## src/rtl/alu_shift_seq_if.sv

```systemverilog
// Handshake and ALU control/status bundle between decode, the shift sequencer and the ALU datapath.
// master = decode/ALU side driving requests and ALU status; slave = the sequencer.
interface alu_shift_seq_if;
    logic       start;
    logic [2:0] opsel;
    logic [7:0] operand;
    logic       carry_in;
    logic [7:0] alu_result;
    logic       alu_zero;
    logic       alu_shdbl;

    logic [7:0] ctl_op;
    logic       ctl_si;
    logic [1:0] ctl_sh;
    logic [1:0] ctl_oe;
    logic       ctl_la;
    logic       ctl_lb;
    logic       ctl_l;
    logic       ctl_h;
    logic       busy;
    logic       done;
    logic [7:0] res;
    logic       flag_z;
    logic       flag_n;
    logic       flag_h;
    logic       flag_c;

    modport master (
        output start, opsel, operand, carry_in, alu_result, alu_zero, alu_shdbl,
        input  ctl_op, ctl_si, ctl_sh, ctl_oe, ctl_la, ctl_lb, ctl_l, ctl_h,
        input  busy, done, res, flag_z, flag_n, flag_h, flag_c
    );

    modport slave (
        input  start, opsel, operand, carry_in, alu_result, alu_zero, alu_shdbl,
        output ctl_op, ctl_si, ctl_sh, ctl_oe, ctl_la, ctl_lb, ctl_l, ctl_h,
        output busy, done, res, flag_z, flag_n, flag_h, flag_c
    );
endinterface

```

## src/rtl/alu_shift_seq.sv

```systemverilog
// Sequences the ALU control lines for the CB-prefix shift/rotate ops: SETTLE idle cycles, SHIFT, WRITE, DONE.
// Latency start->done is SETTLE+3 cycles; start is only accepted in IDLE, so requests while busy are dropped.
module alu_shift_seq #(
    parameter int unsigned SETTLE = 1
) (
    input  logic           clk_i,
    input  logic           reset_i,
    alu_shift_seq_if.slave bus
);

    localparam logic [2:0] OP_RLC  = 3'd0;
    localparam logic [2:0] OP_RRC  = 3'd1;
    localparam logic [2:0] OP_RL   = 3'd2;
    localparam logic [2:0] OP_RR   = 3'd3;
    localparam logic [2:0] OP_SLA  = 3'd4;
    localparam logic [2:0] OP_SRA  = 3'd5;
    localparam logic [2:0] OP_SWAP = 3'd6;
    localparam logic [2:0] OP_SRL  = 3'd7;

    localparam logic [1:0] SH_LEFT  = 2'd1;
    localparam logic [1:0] SH_RIGHT = 2'd2;
    localparam logic [1:0] SH_SWAP  = 2'd3;
    localparam logic [1:0] OE_SHIFT = 2'd1;
    localparam logic [1:0] OE_RES   = 2'd2;

    localparam logic [1:0] SETTLE_LAST = 2'(SETTLE - 1);

    typedef enum logic [2:0] {
        S_IDLE,
        S_SETTLE,
        S_SHIFT,
        S_WRITE,
        S_DONE
    } state_e;

    state_e     state_q, state_d;
    logic [1:0] cnt_q, cnt_d;
    logic [2:0] opsel_q;
    logic [7:0] operand_q;
    logic       cin_q;
    logic [7:0] res_q;
    logic       flag_z_q;
    logic       flag_c_q;
    logic       accept;

    logic [7:0] ctl_op;
    logic       ctl_si;
    logic [1:0] ctl_sh;
    logic [1:0] ctl_oe;
    logic       ctl_la;
    logic       ctl_lb;
    logic       ctl_l;
    logic       ctl_h;
    logic       busy;
    logic       done;

    function automatic logic [1:0] shift_sel(input logic [2:0] op);
        logic [1:0] sel;
        case (op)
            OP_RLC, OP_RL, OP_SLA:          sel = SH_LEFT;
            OP_RRC, OP_RR, OP_SRA, OP_SRL:  sel = SH_RIGHT;
            default:                        sel = SH_SWAP;
        endcase
        return sel;
    endfunction

    // Bit fed into the vacated end; rotates recirculate, RL/RR pull in the old carry.
    function automatic logic shift_in(input logic [2:0] op, input logic [7:0] a, input logic cin);
        logic si;
        case (op)
            OP_RLC:        si = a[7];
            OP_RRC:        si = a[0];
            OP_RL, OP_RR:  si = cin;
            OP_SRA:        si = a[7];
            default:       si = 1'b0;
        endcase
        return si;
    endfunction

    always_ff @(posedge clk_i) begin
        if (reset_i) begin
            state_q   <= S_IDLE;
            cnt_q     <= '0;
            opsel_q   <= '0;
            operand_q <= '0;
            cin_q     <= 1'b0;
            res_q     <= '0;
            flag_z_q  <= 1'b0;
            flag_c_q  <= 1'b0;
        end else begin
            state_q <= state_d;
            cnt_q   <= cnt_d;
            if (accept) begin
                opsel_q   <= bus.opsel;
                operand_q <= bus.operand;
                cin_q     <= bus.carry_in;
            end
            if (state_q == S_SHIFT) begin
                flag_c_q <= (opsel_q == OP_SWAP) ? 1'b0 : bus.alu_shdbl;
            end
            if (state_q == S_WRITE) begin
                res_q    <= bus.alu_result;
                flag_z_q <= bus.alu_zero;
            end
        end
    end

    always_comb begin
        state_d = state_q;
        cnt_d   = cnt_q;
        accept  = 1'b0;
        ctl_op  = '0;
        ctl_si  = 1'b0;
        ctl_sh  = '0;
        ctl_oe  = '0;
        ctl_la  = 1'b0;
        ctl_lb  = 1'b0;
        ctl_l   = 1'b0;
        ctl_h   = 1'b0;
        busy    = 1'b0;
        done    = 1'b0;

        case (state_q)
            S_IDLE: begin
                if (bus.start) begin
                    accept  = 1'b1;
                    cnt_d   = '0;
                    state_d = S_SETTLE;
                end
            end
            S_SETTLE: begin
                busy = 1'b1;
                if (cnt_q == SETTLE_LAST) begin
                    state_d = S_SHIFT;
                end else begin
                    cnt_d = cnt_q + 2'd1;
                end
            end
            S_SHIFT: begin
                busy    = 1'b1;
                ctl_op  = operand_q;
                ctl_sh  = shift_sel(opsel_q);
                ctl_si  = shift_in(opsel_q, operand_q, cin_q);
                ctl_oe  = OE_SHIFT;
                ctl_la  = 1'b1;
                ctl_lb  = 1'b1;
                ctl_l   = 1'b1;
                state_d = S_WRITE;
            end
            S_WRITE: begin
                busy    = 1'b1;
                ctl_oe  = OE_RES;
                ctl_h   = 1'b1;
                state_d = S_DONE;
            end
            S_DONE: begin
                busy    = 1'b1;
                done    = 1'b1;
                state_d = S_IDLE;
            end
            default: begin
                state_d = S_IDLE;
            end
        endcase
    end

    assign bus.ctl_op = ctl_op;
    assign bus.ctl_si = ctl_si;
    assign bus.ctl_sh = ctl_sh;
    assign bus.ctl_oe = ctl_oe;
    assign bus.ctl_la = ctl_la;
    assign bus.ctl_lb = ctl_lb;
    assign bus.ctl_l  = ctl_l;
    assign bus.ctl_h  = ctl_h;
    assign bus.busy   = busy;
    assign bus.done   = done;
    assign bus.res    = res_q;
    assign bus.flag_z = flag_z_q;
    assign bus.flag_n = 1'b0;
    assign bus.flag_h = 1'b0;
    assign bus.flag_c = flag_c_q;

endmodule
```

## src/flat_wrapper.sv

```systemverilog
// flat-port wrapper written by rule: the top's interface ports become plain ports
module alu_shift_seq_flat 
#(
    parameter int unsigned SETTLE = 1
)
  (clk_i, reset_i, bus_start, bus_opsel, bus_operand, bus_carry_in, bus_alu_result, bus_alu_zero, bus_alu_shdbl, bus_ctl_op, bus_ctl_si, bus_ctl_sh, bus_ctl_oe, bus_ctl_la, bus_ctl_lb, bus_ctl_l, bus_ctl_h, bus_busy, bus_done, bus_res, bus_flag_z, bus_flag_n, bus_flag_h, bus_flag_c);
  alu_shift_seq_if bus_i ();
  input  logic clk_i;
  input  logic reset_i;
  input wire logic [$bits(bus_i.start)-1:0] bus_start;
  input wire logic [$bits(bus_i.opsel)-1:0] bus_opsel;
  input wire logic [$bits(bus_i.operand)-1:0] bus_operand;
  input wire logic [$bits(bus_i.carry_in)-1:0] bus_carry_in;
  input wire logic [$bits(bus_i.alu_result)-1:0] bus_alu_result;
  input wire logic [$bits(bus_i.alu_zero)-1:0] bus_alu_zero;
  input wire logic [$bits(bus_i.alu_shdbl)-1:0] bus_alu_shdbl;
  output wire logic [$bits(bus_i.ctl_op)-1:0] bus_ctl_op;
  output wire logic [$bits(bus_i.ctl_si)-1:0] bus_ctl_si;
  output wire logic [$bits(bus_i.ctl_sh)-1:0] bus_ctl_sh;
  output wire logic [$bits(bus_i.ctl_oe)-1:0] bus_ctl_oe;
  output wire logic [$bits(bus_i.ctl_la)-1:0] bus_ctl_la;
  output wire logic [$bits(bus_i.ctl_lb)-1:0] bus_ctl_lb;
  output wire logic [$bits(bus_i.ctl_l)-1:0] bus_ctl_l;
  output wire logic [$bits(bus_i.ctl_h)-1:0] bus_ctl_h;
  output wire logic [$bits(bus_i.busy)-1:0] bus_busy;
  output wire logic [$bits(bus_i.done)-1:0] bus_done;
  output wire logic [$bits(bus_i.res)-1:0] bus_res;
  output wire logic [$bits(bus_i.flag_z)-1:0] bus_flag_z;
  output wire logic [$bits(bus_i.flag_n)-1:0] bus_flag_n;
  output wire logic [$bits(bus_i.flag_h)-1:0] bus_flag_h;
  output wire logic [$bits(bus_i.flag_c)-1:0] bus_flag_c;
  assign bus_i.start = bus_start;
  assign bus_i.opsel = bus_opsel;
  assign bus_i.operand = bus_operand;
  assign bus_i.carry_in = bus_carry_in;
  assign bus_i.alu_result = bus_alu_result;
  assign bus_i.alu_zero = bus_alu_zero;
  assign bus_i.alu_shdbl = bus_alu_shdbl;
  assign bus_ctl_op = bus_i.ctl_op;
  assign bus_ctl_si = bus_i.ctl_si;
  assign bus_ctl_sh = bus_i.ctl_sh;
  assign bus_ctl_oe = bus_i.ctl_oe;
  assign bus_ctl_la = bus_i.ctl_la;
  assign bus_ctl_lb = bus_i.ctl_lb;
  assign bus_ctl_l = bus_i.ctl_l;
  assign bus_ctl_h = bus_i.ctl_h;
  assign bus_busy = bus_i.busy;
  assign bus_done = bus_i.done;
  assign bus_res = bus_i.res;
  assign bus_flag_z = bus_i.flag_z;
  assign bus_flag_n = bus_i.flag_n;
  assign bus_flag_h = bus_i.flag_h;
  assign bus_flag_c = bus_i.flag_c;
  alu_shift_seq #(.SETTLE(SETTLE)) u_core (.clk_i(clk_i), .reset_i(reset_i), .bus(bus_i));
endmodule
```

## config.mk

```make
export PLATFORM = sky130hd
export DESIGN_NAME = alu_shift_seq_flat
export DESIGN_NICKNAME = d
export VERILOG_FILES = /design/src/rtl/alu_shift_seq_if.sv /design/src/rtl/alu_shift_seq.sv /design/src/flat_wrapper.sv
export SDC_FILE = /design/constraint.sdc
export NUM_CORES = 1
export LEC_CHECK = 0
export ABC_AREA = 1
export CAP_MARGIN = 20
export CORE_UTILIZATION = 37
export DETAILED_ROUTE_END_ITERATION = 6
export MAX_ROUTING_LAYER = met4
export PLACE_DENSITY = 0.86
export SETUP_SLACK_MARGIN = 0.5
export SLEW_MARGIN = 20
export SYNTH_ARGS = -nofsm -noshare
export SYNTH_HDL_FRONTEND = slang
export SYNTH_SLANG_ARGS = --single-unit
```

## constraint.sdc

```tcl
create_clock -name clk_i -period 1.2 [get_ports clk_i]
set_input_delay 0.24 -clock clk_i [delete_from_list [all_inputs] [get_ports clk_i]]
set_output_delay 0.24 -clock clk_i [all_outputs]
set_load 0.01 [all_outputs]
```

==> flow_metrics.py, run 1 <==
metrics = {
    "outcome": {
        "status": "finished with violations",
        "violations": "negative setup slack",
    },
    "pwr": {
        "power_leakage_nw": 1.07,
        "p_sw_mw": 0.772,
        "ir_drop_v": 0.000798,
        "power_frac_clock": 0.174,
        "cellPowerDensity_nw_per_um2": 1020,
        "internal_power_mw": 1.57,
        "switching_share": 0.330,
        "power_frac_comb": 0.384,
        "p_seq_frac": 0.442,
    },
    "synthesis": {
        "synth_mux_area_frac": 0,
        "synthSimpleGateAreaFrac": 0.363,
        "ys_seq_area_frac": 0.427,
        "avgSynthCellArea_sq_um": 6.62,
        "synth_top_area_share": 0.427,
        "async_flop_share": 0,
        "synth_largest_area_cell": "dfxtp_1",
        "synthTopCellsByArea": "dfxtp_1 43%, nor2_1 17%, nand2_1 11%",
        "synthXorXnorAreaFrac": 0,
        "ys_seq_elements": 27,
        "synthDistinctLibCells": 19,
        "ys_warn_count": 0,
        "synth_edf_count": 0,
        "synth_top_family_by_area": "simple AND/OR/NAND/NOR gates",
        "ys.flop_type": "dfxtp_1",
        "synthCells": 191,
        "netlist_area_sq_um": 1260,
        "synth_compound_area_frac": 0.0633,
        "synth-adder-area-share": 0.00989,
    },
    "sta": {
        "hold_viol_final": 0,
        "fin_crit_ns": 1.55,
        "slew_viol_final": 0,
        "min_period_over_period": 1.30,
        "setup_ws_ns": -0.355,
        "whs_ns": 0.449,
        "max_freq_ghz": 0.643,
        "skew_ns": 0.00961,
        "rsz0062_at_grt": "true",
        "finalSetupViolCount": 32,
    },
    "floorplan": {
        "start_util": 0.401,
        "core_sq_um": 3150,
        "io_pins": 56,
        "fp.dieArea_sq_um": 3660,
        "die_y_um": 60.5,
        "rows": 20,
        "die_x_um": 60.5,
    },
    "worst_setup_path": {
        "crit_type": "flop to primary output",
        "crit_path_end_kind": "primary output",
        "worstPathRequired_ns": 0.96,
        "arrival_ns": 1.31,
        "cp-start-kind": "flop",
        "critPathMaxFanout": 8,
    },
    "run": {
        "cap_violations": 0,
    },
    "layout": {
        "antennaDiodeCount": 0,
        "area_delta_synth_final_pct": 81.0,
        "fin_nets": 301,
        "postLayoutCoreUtil": 0.726,
        "drive_gt1_frac": 0.431,
    },
    "placement": {
        "io_buffers": 53,
        "hpwl_um": 2690,
        "globalplace.congestion": 0.828,
    },
    "detailed_routing": {
        "totalWireLength_um": 3910,
        "vias": 1461,
        "drc_errors": 0,
        "drtPass1Iterations": 4,
        "postRouteAntennaNets": 0,
        "viasPerCell": 4.59,
        "wl_per_cell_um": 12.3,
        "drt_iter0_drc": 35,
    },
    "global_routing": {
        "antenna_found_initial": 0,
        "grt_usage": 0.241,
        "grt_overflow": 0,
        "grt_max_degree": 15,
        "grt_pass1_vias": 1444,
        "grt_pass1_wl_um": 6220,
    },
    "clocking": {
        "path_clk_slew_ns": 0.15,
        "clock_sinks": 27,
        "cts_buffers": 3,
        "cts_tree": "done",
        "clockBufferDepth": 2,
        "root_buffer": "clkbuf_4",
        "h-tree-depth": 1,
        "insertion_delay_ns": 0.34,
    },
    "min_path": {
        "hold_class": "input port to flop",
    },
}
[Yosys cell counts (2+ instances only)]
master / instances
a21oi_1: 7
buf_2: 3
buf_4: 6
dfxtp_1: 27
inv_1: 24
nand2_1: 38
nand3_1: 11
nand4_1: 2
nor2_1: 56
o21ai_0: 6
o21ai_1: 3
[sequential cells by signal, summed over array words and instances, names as in the netlist]
signal             cells
u_core.bus.res         8
u_core.bus.flag_c      1
u_core.cnt_q           2
u_core.bus.flag_z      1
u_core.opsel_q         3
u_core.cin_q           1
u_core.operand_q       8
u_core.state_q         3
[area by class of cell]
type,instances,area (sq um)
sequential,27,566
inverter,25,98.8
timing repair buffer,89,850
tap,44,55.1
clock buffer,4,26.3
fill,243,863
multi-input combinational,129,694
[worst max-delay path, stage by stage (launching register included)]
cell and delay (ns):
dfxtp_4 0.39, nor2_4 0.11, nand2_4 0.10, buf_12 0.17
nor2_4 0.09, buf_6 0.11
[repair_timing]
action | CTS | global route
buffers inserted | 2 | 1
pin swaps | 4 | 0
gates resized for setup | 168 | 12
hold buffers | 0 | 0
setup endpoints to repair | 56 | 56
cloned | 1 | 0
[power by group through the flow]
| stage | sequential, mW | combinational [mW] | clock [mW] |
|---|---|---|---|
| after floorplan | 1.05 | 0.415 | 0 |
| after global placement | 1.04 | 0.754 | 0 |
| after detailed placement | 1.04 | 0.785 | 0 |
| after CTS | 1.03 | 0.861 | 0.412 |
| after global routing | 1.05 | 0.976 | 0.469 |
| final | 1.03 | 0.897 | 0.407 |
[stage by stage]
| stage | cells | total power, mW | instance area [sq um] | setup slack [ns] | TNS [ns] |
|---|---|---|---|---|---|
| after CTS | 317 | 2.30 | 2260 | -0.346 | -6.33 |
| final | 318 | 2.34 | 2290 | -0.355 | -6.73 |
| after floorplan | 192 | 1.47 | 1370 | 0.112 | 0 |
| after detailed placement | 310 | 1.83 | 2120 | -0.372 | -8.20 |
| after global placement | 310 | 1.79 | 2120 | -0.368 | -7.43 |
| after global routing | 318 | 2.49 | 2290 | -0.417 | -9.03 |
[logic make-up after synthesis]
logic type      after synthesis
compound gates               16
simple gates                110
flops                        27
fa+ha+maj                     1
other cells                   1
buf+inv                      36
[layout by cell type, fill, tap and decap left out]
cell and instances:
clkdlybuf4s15_1 1, clkbuf_4 3, inv_4 2, buf_12 1, clkbuf_1 1, ha_2 1
clkdlybuf4s50_1 24, nand3_1 8, nand3_4 3, nand2_2 2, nand3_2 2, dfxtp_4 1
clkdlybuf4s15_2 2, nand4_1 2, nand2_4 1, o21ai_0 2, dfxtp_2 17, nor2_2 3
nand2_1 35, buf_6 29, inv_2 5, a21oi_1 3, buf_2 4, o21ai_1 7
buf_4 28, conb_1 2, nor2_1 44, nor2_4 10, a21oi_2 4, dfxtp_1 9
inv_1 18
[worst paths after layout]
| check | start | endpoint | slack, ns | depth (start not counted) |
|---|---|---|---|---|
| worst max-delay path | u_core.state_q[2] | bus_ctl_op[3] | -0.35 | 5 |
| worst min-delay path | bus_alu_shdbl | u_core.bus.flag_c | 0.45 | 3 |
| worst max register to register | u_core.state_q[2] | u_core.operand_q[2] | -0.09 | 8 |
| worst min register to register | u_core.bus.flag_c | u_core.bus.flag_c | 0.48 | 2 |
[per-layer routing]
| metal | global-route usage | share of wire |
|---|---|---|
| met2 | 0.388 | 0.54 |
| met5 | - | 0 |
| met3 | 0.0341 | 0.032 |
| met1 | 0.277 | 0.39 |
| met4 | 0.162 | 0.037 |
(Power assumes the default switching activity.)
==> run 2: changes to the inputs <==
==> constraint.sdc (replaced) <==
create_clock -name clk_i -period 1.2 [get_ports clk_i]
set_input_delay 0.24 -clock clk_i [delete_from_list [all_inputs] [get_ports clk_i]]
set_output_delay 0.24 -clock clk_i [all_outputs]
set_load 0.005 [all_outputs]
==> flow_metrics.py, run 2 (synthesis results as in run 1) <==
metrics = {
    "outcome": {
        "status": "finished with violations",
        "violations": "negative setup slack",
    },
    "placement": {
        "globalplace.congestion": 0.826,
        "hpwl_um": 2220,
        "io_buffers": 53,
        "place_inst": 301,
        "place_area_sq_um": 2020,
        "pre_cts_ws_ns": -0.357,
    },
    "floorplan": {
        "start_util": 0.401,
        "core_sq_um": 3150,
        "die_y_um": 60.5,
        "die_x_um": 60.5,
        "rows": 20,
        "fp.dieArea_sq_um": 3660,
        "io_pins": 56,
    },
    "detailed_routing": {
        "viasPerCell": 4.65,
        "vias": 1538,
        "totalWireLength_um": 4270,
        "drc_errors": 0,
        "drtPass1Iterations": 6,
        "wl_per_cell_um": 12.9,
        "postRouteAntennaNets": 0,
        "drt_iter0_drc": 40,
    },
    "sta": {
        "fin_setup_tns_ns": -10.72,
        "whs_ns": 0.462,
        "rsz0062_at_grt": "true",
        "fin_crit_ns": 1.62,
        "setup_ws_ns": -0.421,
        "hold_viol_final": 0,
        "max_freq_ghz": 0.617,
        "finalSetupViolCount": 45,
        "skew_ns": 0.0103,
        "slew_viol_final": 0,
        "min_period_over_period": 1.35,
    },
    "min_path": {
        "min-delay-start": "bus_alu_shdbl",
        "min_path_cells": 3,
        "min_to": "u_core.bus.flag_c",
        "hold_class": "input port to flop",
    },
    "clocking": {
        "insertion_delay_ns": 0.34,
        "clockBufferDepth": 2,
        "clock_sinks": 27,
        "path_clk_slew_ns": 0.15,
        "cts_tree": "done",
        "root_buffer": "clkbuf_4",
        "cts_hold_buf": 0,
        "cts_buffers": 3,
        "h-tree-depth": 1,
    },
    "layout": {
        "layout_common_cells": "41 x nor2_1, 33 x nand2_1, 30 x buf_6",
        "antennaDiodeCount": 0,
        "final_common_cell": "nor2_1",
        "drive_gt1_frac": 0.509,
        "finish.instance_area_sq_um": 2500,
        "fin_nets": 314,
        "stdcell_count": 331,
        "area_delta_synth_final_pct": 97.6,
        "postLayoutCoreUtil": 0.793,
    },
    "worst_setup_path": {
        "crit_path_end_kind": "primary output",
        "cp.buffers_inverters": 3,
        "arrival_ns": 1.38,
        "critPathTopFamily": "flip-flops",
        "crit_type": "flop to primary output",
        "reg2reg_from": "u_core.state_q[0]",
        "cp-start-kind": "flop",
        "rr_worst_depth": 9,
        "max_stage_delay_ns": 0.38,
        "crit_cells": 6,
        "worstPathRequired_ns": 0.96,
        "path_cells": "nor2_4 -> nand2_4 -> buf_6 -> buf_12 -> nor2_2 -> buf_2",
        "critPathMaxFanout": 6,
        "slowest_stage": "dfxtp_4",
        "timing.rr.end": "u_core.operand_q[7]",
        "rrSetupSlack_ns": -0.25,
    },
    "pwr": {
        "ir_drop_v": 0.000739,
        "cellPowerDensity_nw_per_um2": 1010,
        "power_mw": 2.54,
        "power_leakage_nw": 1.21,
    },
    "global_routing": {
        "antenna_found_initial": 0,
        "grt_overflow": 0,
        "grt_max_degree": 16,
        "grt_usage": 0.251,
        "grt_pass1_wl_um": 6560,
        "grt_pass1_vias": 1459,
    },
    "run": {
        "cap_violations": 0,
    },
}
run 2: power breakdown:
part,internal (mW),leakage (nW),switching (mW)
clock,0.126,0.0177,0.282
combinational,0.598,0.965,0.506
sequential,0.979,0.228,0.0462
run 2: worst max path at each step:
stage,startpoint,end,slack [ns]
CTS,u_core.state_q[0],bus_ctl_op[2],-0.41
floorplan,u_core.state_q[0],bus_ctl_op[0],0.14
detailed placement,u_core.state_q[2],bus_ctl_sh[0],-0.36
finish,u_core.state_q[0],bus_ctl_op[6],-0.42
global route,u_core.state_q[0],bus_ctl_op[6],-0.49
global placement,u_core.state_q[1],bus_busy,-0.31
run 2: final cells by class:
| type | count | area (sq um) |
|---|---|---|
| clock buffers | 3 | 22.5 |
| multi-input cells | 129 | 743 |
| flip-flops and latches | 27 | 564 |
| well taps | 44 | 55.1 |
| inverters | 25 | 109 |
| fillers | 221 | 653 |
| clock inverters | 1 | 5.00 |
| repair buffers | 102 | 1000 |
run 2: what timing repair did:
action	in CTS	in global routing
resized for setup	187	28
setup endpoints to repair	56	56
pin swaps	13	8
buffers inserted	16	6
gates cloned	4	0
endpoints found under the hold margin	0	0
run 2: tightest hold or removal path, cell delays in order:
cell             delay, ns
clkdlybuf4s50_1       0.42
nand3_2               0.08
a21oi_2               0.04
run 2: layer usage:
layer,up-vias,share of wire,GRT usage
met4,0,0.016,0.114
met3,7,0.043,0.0299
met5,-,0,-
met2,51,0.54,0.444
li1,767,-,-
met1,713,0.40,0.282
==> run 3: changes to the inputs <==
Settings changed: SKIP_LAST_GASP set to 1.
==> flow_metrics.py, run 3 (synthesis results as in run 1) <==
metrics = {
    "placement": {
        "place_inst": 301,
        "place_area_sq_um": 2020,
        "globalplace.congestion": 0.826,
        "pre_cts_ws_ns": -0.357,
        "io_buffers": 53,
        "hpwl_um": 2220,
    },
    "global_routing": {
        "grt_overflow": 0,
        "grt_pass1_wl_um": 6350,
        "grt_usage": 0.242,
        "antenna_found_initial": 0,
        "grt_pass1_vias": 1426,
        "grt_max_degree": 16,
    },
    "sta": {
        "fin_crit_ns": 1.61,
        "finalSetupViolCount": 43,
        "fin_setup_tns_ns": -10.14,
        "slew_viol_final": 0,
        "min_period_over_period": 1.34,
        "setup_ws_ns": -0.409,
        "hold_viol_final": 0,
        "max_freq_ghz": 0.622,
        "rsz0062_at_grt": "true",
        "whs_ns": 0.466,
        "skew_ns": 0.00521,
    },
    "floorplan": {
        "rows": 20,
        "start_util": 0.401,
        "core_sq_um": 3150,
        "fp.dieArea_sq_um": 3660,
        "die_x_um": 60.5,
        "io_pins": 56,
        "die_y_um": 60.5,
    },
    "min_path": {
        "hold_class": "input port to flop",
        "min_to": "u_core.bus.flag_c",
        "min-delay-start": "bus_alu_shdbl",
        "min_path_cells": 3,
    },
    "layout": {
        "stdcell_count": 331,
        "postLayoutCoreUtil": 0.787,
        "final_common_cell": "nor2_1",
        "layout_common_cells": "40 x nor2_1, 33 x nand2_1, 28 x buf_6",
        "finish.instance_area_sq_um": 2480,
        "antennaDiodeCount": 0,
        "drive_gt1_frac": 0.505,
        "area_delta_synth_final_pct": 96.2,
        "fin_nets": 314,
    },
    "worst_setup_path": {
        "critPathMaxFanout": 6,
        "rr_worst_depth": 9,
        "reg2reg_from": "u_core.state_q[0]",
        "arrival_ns": 1.37,
        "cp-start-kind": "flop",
        "rrSetupSlack_ns": -0.23,
        "crit_path_end_kind": "primary output",
        "slowest_stage": "dfxtp_4",
        "worstPathRequired_ns": 0.96,
        "path_cells": "nor2_4 -> nand2_4 -> buf_6 -> buf_12 -> nor2_2 -> buf_2",
        "crit_type": "flop to primary output",
        "timing.rr.end": "u_core.opsel_q[1]",
        "max_stage_delay_ns": 0.38,
        "critPathTopFamily": "flip-flops",
        "cp.buffers_inverters": 3,
    },
    "run": {
        "cap_violations": 0,
    },
    "pwr": {
        "internal_power_mw": 1.70,
        "switching_share": 0.329,
        "cellPowerDensity_nw_per_um2": 1020,
        "ir_drop_v": 0.000770,
        "power_leakage_nw": 1.21,
        "power_frac_comb": 0.432,
        "p_seq_frac": 0.407,
        "p_sw_mw": 0.833,
        "power_frac_clock": 0.161,
        "power_mw": 2.53,
    },
    "detailed_routing": {
        "postRouteAntennaNets": 0,
        "vias": 1544,
        "drt_iter0_drc": 47,
        "drc_errors": 0,
        "drtPass1Iterations": 6,
        "wl_per_cell_um": 13.1,
        "totalWireLength_um": 4350,
        "viasPerCell": 4.66,
    },
    "clocking": {
        "root_buffer": "clkbuf_4",
        "insertion_delay_ns": 0.33,
        "cts_hold_buf": 0,
        "cts_buffers": 3,
        "h-tree-depth": 1,
        "cts_tree": "done",
        "clockBufferDepth": 2,
        "path_clk_slew_ns": 0.15,
        "clock_sinks": 27,
    },
    "outcome": {
        "status": "finished with violations",
        "violations": "negative setup slack",
    },
}
run 3: cell counts in the layout (fill, tap and decap cells not counted):
Identical to the previous run, type by type.
run 3: worst max-delay path by stage:
stage | from | end | slack, ns | cells after the start
2_1_floorplan | u_core.state_q[0] | bus_ctl_op[0] | 0.14 | 4
3_3_place_gp | u_core.state_q[1] | bus_busy | -0.31 | 6
3_5_place_dp | u_core.state_q[2] | bus_ctl_sh[0] | -0.36 | 5
4_1_cts | u_core.state_q[0] | bus_ctl_op[2] | -0.41 | 6
5_1_grt | u_core.state_q[0] | bus_ctl_op[2] | -0.47 | 6
6_report | u_core.state_q[0] | bus_ctl_op[2] | -0.41 | 6
run 3: what timing repair did:
| action | 4_1_cts | 5_1_grt |
|---|---|---|
| gates cloned | 4 | 0 |
| setup endpoints to repair | 56 | 56 |
| pin swaps | 13 | 8 |
| gates resized for setup | 183 | 28 |
| hold endpoints to repair | 0 | 0 |
| setup buffers | 16 | 6 |
run 3: per-layer routing:
| metal | vias to the layer above | routed length (um) | GRT usage |
|---|---|---|---|
| met1 | 722 | 1770 | 0.275 |
| met2 | 44 | 2360 | 0.441 |
| li1 | 772 | - | - |
| met4 | 0 | 51 | 0.0812 |
| met3 | 6 | 163 | 0.0256 |
| met5 | - | 0 | - |
run 3: cell type report:
cell class | count | area, sq um
clock buffer | 3 | 22.5
multi-input combinational | 129 | 733
fill | 213 | 671
sequential | 27 | 564
inverter | 25 | 109
timing repair buffer | 102 | 993
tap | 44 | 55.1
clock inverter | 1 | 5.00
run 3: worst register-to-register path, stage by stage, from the launching register on:
cell and delay (ns):
dfxtp_4 0.38, nor2_4 0.13, buf_4 0.13, buf_6 0.10, nand3_4 0.12, buf_12 0.18, buf_16 0.13, nand2_1 0.07
nand2_1 0.06, nor2_1 0.08
run 3: power groups by stage:
stage	combinational [mW]	clock (mW)	sequential (mW)
2_1_floorplan	0.371	0	1.04
3_3_place_gp	0.674	0	1.04
3_5_place_dp	0.690	0	1.05
4_1_cts	0.959	0.409	1.02
5_1_grt	1.19	0.452	1.03
6_report	1.09	0.408	1.03
